**src/rtl/alu_arbiter.sv**
```systemverilog
// Two-port valid/ready arbiter in front of a shared 64-bit ALU: issue register S1 feeds the ALU, response register S2 returns tagged results.
// Optional build macro ALU_ARB_FIXED_PRIO_EN: port 0 always wins ties (no round-robin state).
module alu_arbiter #(
  parameter int unsigned DATA_W = 64,
  parameter int unsigned OP_W   = 4
) (
  input  logic              clk,
  input  logic              reset_n,
  input  logic              req0_valid,
  output logic              req0_ready,
  input  logic [DATA_W-1:0] req0_a,
  input  logic [DATA_W-1:0] req0_b,
  input  logic [OP_W-1:0]   req0_op,
  input  logic              req1_valid,
  output logic              req1_ready,
  input  logic [DATA_W-1:0] req1_a,
  input  logic [DATA_W-1:0] req1_b,
  input  logic [OP_W-1:0]   req1_op,
  output logic [DATA_W-1:0] alu_a,
  output logic [DATA_W-1:0] alu_b,
  output logic [OP_W-1:0]   alu_op,
  input  logic [DATA_W-1:0] alu_result,
  input  logic              alu_zero,
  output logic              rsp_valid,
  input  logic              rsp_ready,
  output logic              rsp_id,
  output logic [DATA_W-1:0] rsp_result,
  output logic              rsp_zero
);

  logic              s1_valid;
  logic [DATA_W-1:0] s1_a;
  logic [DATA_W-1:0] s1_b;
  logic [OP_W-1:0]   s1_op;
  logic              s1_id;

  logic s2_free;
  logic s1_adv;
  logic can_accept;
  logic any_req;
  logic accept;
  logic winner;

`ifndef ALU_ARB_FIXED_PRIO_EN
  logic last_grant;
`endif

  always_comb begin
    s2_free    = !rsp_valid || rsp_ready;
    s1_adv     = s1_valid && s2_free;
    can_accept = !s1_valid || s1_adv;
    any_req    = req0_valid || req1_valid;
`ifdef ALU_ARB_FIXED_PRIO_EN
    winner     = !req0_valid;
`else
    // On a tie the port not granted last wins; otherwise the sole requester wins.
    if (req0_valid && req1_valid) winner = !last_grant;
    else                          winner = !req0_valid;
`endif
    accept     = any_req && can_accept;
    req0_ready = accept && !winner;
    req1_ready = accept && winner;
  end

`ifndef ALU_ARB_FIXED_PRIO_EN
  always_ff @(posedge clk or negedge reset_n) begin
    if (!reset_n)    last_grant <= 1'b1;
    else if (accept) last_grant <= winner;
  end
`endif

  always_ff @(posedge clk or negedge reset_n) begin
    if (!reset_n) begin
      s1_valid <= 1'b0;
      s1_a     <= '0;
      s1_b     <= '0;
      s1_op    <= '0;
      s1_id    <= 1'b0;
    end else if (accept) begin
      s1_valid <= 1'b1;
      s1_a     <= winner ? req1_a  : req0_a;
      s1_b     <= winner ? req1_b  : req0_b;
      s1_op    <= winner ? req1_op : req0_op;
      s1_id    <= winner;
    end else if (s1_adv) begin
      s1_valid <= 1'b0;
    end
  end

  always_ff @(posedge clk or negedge reset_n) begin
    if (!reset_n) begin
      rsp_valid  <= 1'b0;
      rsp_id     <= 1'b0;
      rsp_result <= '0;
      rsp_zero   <= 1'b0;
    end else if (s1_adv) begin
      rsp_valid  <= 1'b1;
      rsp_id     <= s1_id;
      rsp_result <= alu_result;
      rsp_zero   <= alu_zero;
    end else if (rsp_ready) begin
      rsp_valid  <= 1'b0;
    end
  end

  // ALU operands track S1 even while it is stalled or empty.
  always_comb begin
    alu_a  = s1_a;
    alu_b  = s1_b;
    alu_op = s1_op;
  end

endmodule

```
**config.mk**
```make
export PLATFORM = sky130hd
export DESIGN_NAME = alu_arbiter
export DESIGN_NICKNAME = d
export VERILOG_FILES = /design/src/rtl/alu_arbiter.sv
export SDC_FILE = /design/constraint.sdc
export NUM_CORES = 1
export LEC_CHECK = 0
export ABC_CLOCK_PERIOD_IN_PS = 3900
export CORE_AREA = 2 2 207 209
export DETAILED_ROUTE_END_ITERATION = 6
export DIE_AREA = 0 0 209 211
export SYNTH_ARGS = -nofsm -noshare
export SYNTH_HDL_FRONTEND = slang
export SYNTH_SLANG_ARGS = --single-unit
```
**constraint.sdc**
```tcl
create_clock -name clk -period 3.9 [get_ports clk]
set_input_delay 0.39 -clock clk [delete_from_list [all_inputs] [get_ports clk]]
set_output_delay 0.39 -clock clk [all_outputs]
set_load 0.03 [all_outputs]
```
==> reports/results.md <==
* **antenna-violating nets left** 0
* **Max Transition Viols Final** 0
* **die span in x** 209 um
* **cell types occupying the most area after synthesis** dfrtp_1 59%, a221o_1 15%, o21a_1 12%
* **Worst setup EP type** output port
* **min-delay worst type** input port to flop
* **Cell variety after synth** 22
* **cell-by-cell trace of the critical path** and3b_4 -> nor3_4 -> clkdlybuf4s50_1
* **final layout net count** 1454
* **count of synthesis-stage warnings from yosys** 0
* **startpoint type of the worst setup path** flop
* **power per unit of standard cell area** 502 nW/um^2
* **sequential area share after synthesis** 59.2%
* **EDFF count, synth** 0
* **cell total after placement** 1631
* **multi-input logic area** 3170 sq um
* **final std cells w/o fill** 1678
* **final HPWL from detailed placement** 23300 um
* **layout filler cell count** 4094
* **global-route met3 utilization** 4.70%
* **number of rows in the core area** 75
* **Synth top area share** 58.8%
* **leading post-synthesis cells by instance count** 201 x dfrtp_1, 132 x a221o_1, 132 x o21a_1
* **Vias** 7647
* **worst relative slew slack** 35.8%
* **total routed wirelength** 33500 um
* **die footprint** 44100 sq um
* **final routed DRC violation total** 0
* **cell accounting for the most synthesized area** dfrtp_1
* **Bufs on Longest Clock Path** 3
* **transition at the pin with the smallest max-transition slack** 0.963 ns
* **first-pass GRT wire length** 50000 um
* **leakage power of the design** 6.03 nW
* **Clock transition at path regs** 0.06 ns
* **Post-Synthesis Cell Area** 8550 sq um
* **clock root buffer master** clkbuf_16
* **GRT Util Overall** 14.6%
* **Max FO, Critical Path** 4
* **initial core utilization** 20.5%
* **synthesized net count** 947
* **Post-synth top flop** dfrtp_1
* **Tmin final** 2.67 ns
* **vias in the first global route** 8213
* **most heavily used metal layer in global routing** met2
* **mean area per synthesized cell** 13.9 sq um
* **average wire per cell in the routed design** 19.9 um
* **delay contributed by the slowest stage of the critical path** 0.75 ns
* **count of final setup violators** 0
* **most frequently used cell type in the post-synthesis netlist** dfrtp_1
* **synthesized instance count** 613
* **VDD IR-drop max** 273 uV
* **post-synthesis sequential element count** 202
* **met1 GRT Util** 17.8%
* **overall overflow remaining after global route** 0
* **ratio of cells with drive above 1 in the final layout** 10.5%
* **CTS tree** yes
* **Chip Height** 211 um
* **Worst Path Buf+Inv** 1
* **number of detailed-routing iterations run before antenna repair** 4
* **CP arrival** 2.28 ns
* **routability-driven placement congestion ratio** 0.800
* **setup total negative slack** 0 ns
* **largest net degree at the start of global routing** 134
* **fraction of the cycle the final worst path needs** 68.5%
* **number of maximum-capacitance constraint violations** 0
* **setup repair after global routing missed its margin** no
* **standard cell core area** 41800 sq um
* **clk_skew** 0.00960 ns
* **slowest stage cell on the critical path** clkdlybuf4s50_1
* **Global Route met2 Usage** 24.2%
* **count of clock tree sinks** 202
* **number of DRC markers after the initial detailed-route iteration** 299
* **CP Class** flop to output port
* **num ports** 535
* **Skew-Pair Late Insertion Delay** 0.52 ns
* **worst endpoint required time** 3.51 ns
* **register cell area after layout** 5060 sq um
* **area delta synth->final** 77.9%
* **Clock H-tree levels** 1
* **cells resized by post-CTS repair** 0
* **highest clock frequency the design can meet** 375 MHz
* **antenna violations before repair** 0
* **result of the run** finished, final reports clean
* **top cell family by delay on the critical path** buffers and inverters
* **Buffers on Ports** 534
* **fraction of registers with async set/reset** 100%
* **detail-routed via count per cell** 4.56
* **total CTS buffers** 25
* **number of hold-slack violations in the final timing report** 0
## stage by stage
step / instance area, sq um / utilization [%] / hold WS (ns) / setup slack, ns / power (mW)
after CTS: 15200 / 36.4 / 0.436 / 1.08 / 7.76
final: 15200 / 36.4 / 0.474 / 1.23 / 7.64
after global routing: 15200 / 36.4 / 0.456 / 1.07 / 7.99
after floorplan: 8550 / - / 0.0944 / 1.93 / 4.05
after global placement: 14400 / 34.5 / 0.486 / 1.11 / 5.38
after detailed placement: 14400 / 34.5 / 0.492 / 1.16 / 5.40
## power by group
part	total, mW	switching, mW	internal [mW]
registers	2.67	0.206	2.46
clock network	2.29	0.909	1.38
logic	2.68	1.38	1.30
total	7.64	2.50	5.14
## layout make-up
class	count	share of cell area, %
clock inverter	5	0.354
inverter	1	0.0247
sequential	202	33.2
multi-input combinational	345	20.8
clock buffer	40	4.94
tap	539	4.43
antenna	1	0.0165
timing repair buffer	545	36.1
## placed cells by master, fill, tap and decap left out, drive strengths merged
cell	Yosys	layout
buf	33	10
nand2	3	3
a31oi	1	1
and3	1	1
clkdlybuf4s50	0	533
clkinv	0	3
nand3b	1	1
dfrtp	201	201
clkbuf	32	41
bufinv	0	1
a21oi	1	1
a221o	132	132
nor2	1	1
nor3	1	1
dfstp	1	1
dlygate4sd3	0	1
o21ai	1	1
mux2	66	66
o21a	132	132
diode	0	1
nand2b	3	3
nor2b	1	1
and3b	1	1
inv	1	2
## worst paths after layout
path	to	cells past startpoint	from	slack, ns
worst max-delay path	req0_ready	3	s1_valid	1.23
worst min register to register	rsp_zero	1	rsp_zero	0.50
worst max register to register	alu_a[26]	4	s1_valid	2.03
min in group asynchronous	alu_a[24]	2	reset_n	0.54
worst min-delay path	alu_b[6]	2	req0_b[6]	0.47
max in group asynchronous	last_grant	3	reset_n	2.45
## repair_timing
| item | in CTS | in global routing |
|---|---|---|
| setup buffers | 0 | 0 |
| endpoints found under the hold margin | 86 | 0 |
| hold buffers | 1 | 0 |
## flip-flops by register name, summed over array words and instances (netlist names)
name	count
rsp_zero	1
s1_valid	1
alu_b	64
last_grant	1
s1_id	1
rsp_id	1
rsp_result	64
rsp_valid	1
alu_op	4
alu_a	64
## cells by family after synthesis
kind of cell / count (synthesis) / synth area share [%]
AND/OR/NAND/NOR: 12 / 0.922
buffers and inverters: 66 / 3.98
multiplexers: 66 / 8.70
AO/OA/AOI/OAI: 267 / 27.2
flip-flops: 202 / 59.2
## per-layer routing
layer  part of all wire, %  wire, um
met4                   2.9       976
met5                     0         0
met3                   9.3      3110
met2                    47     15900
met1                    40     13500
(Power assumes the default switching activity.)
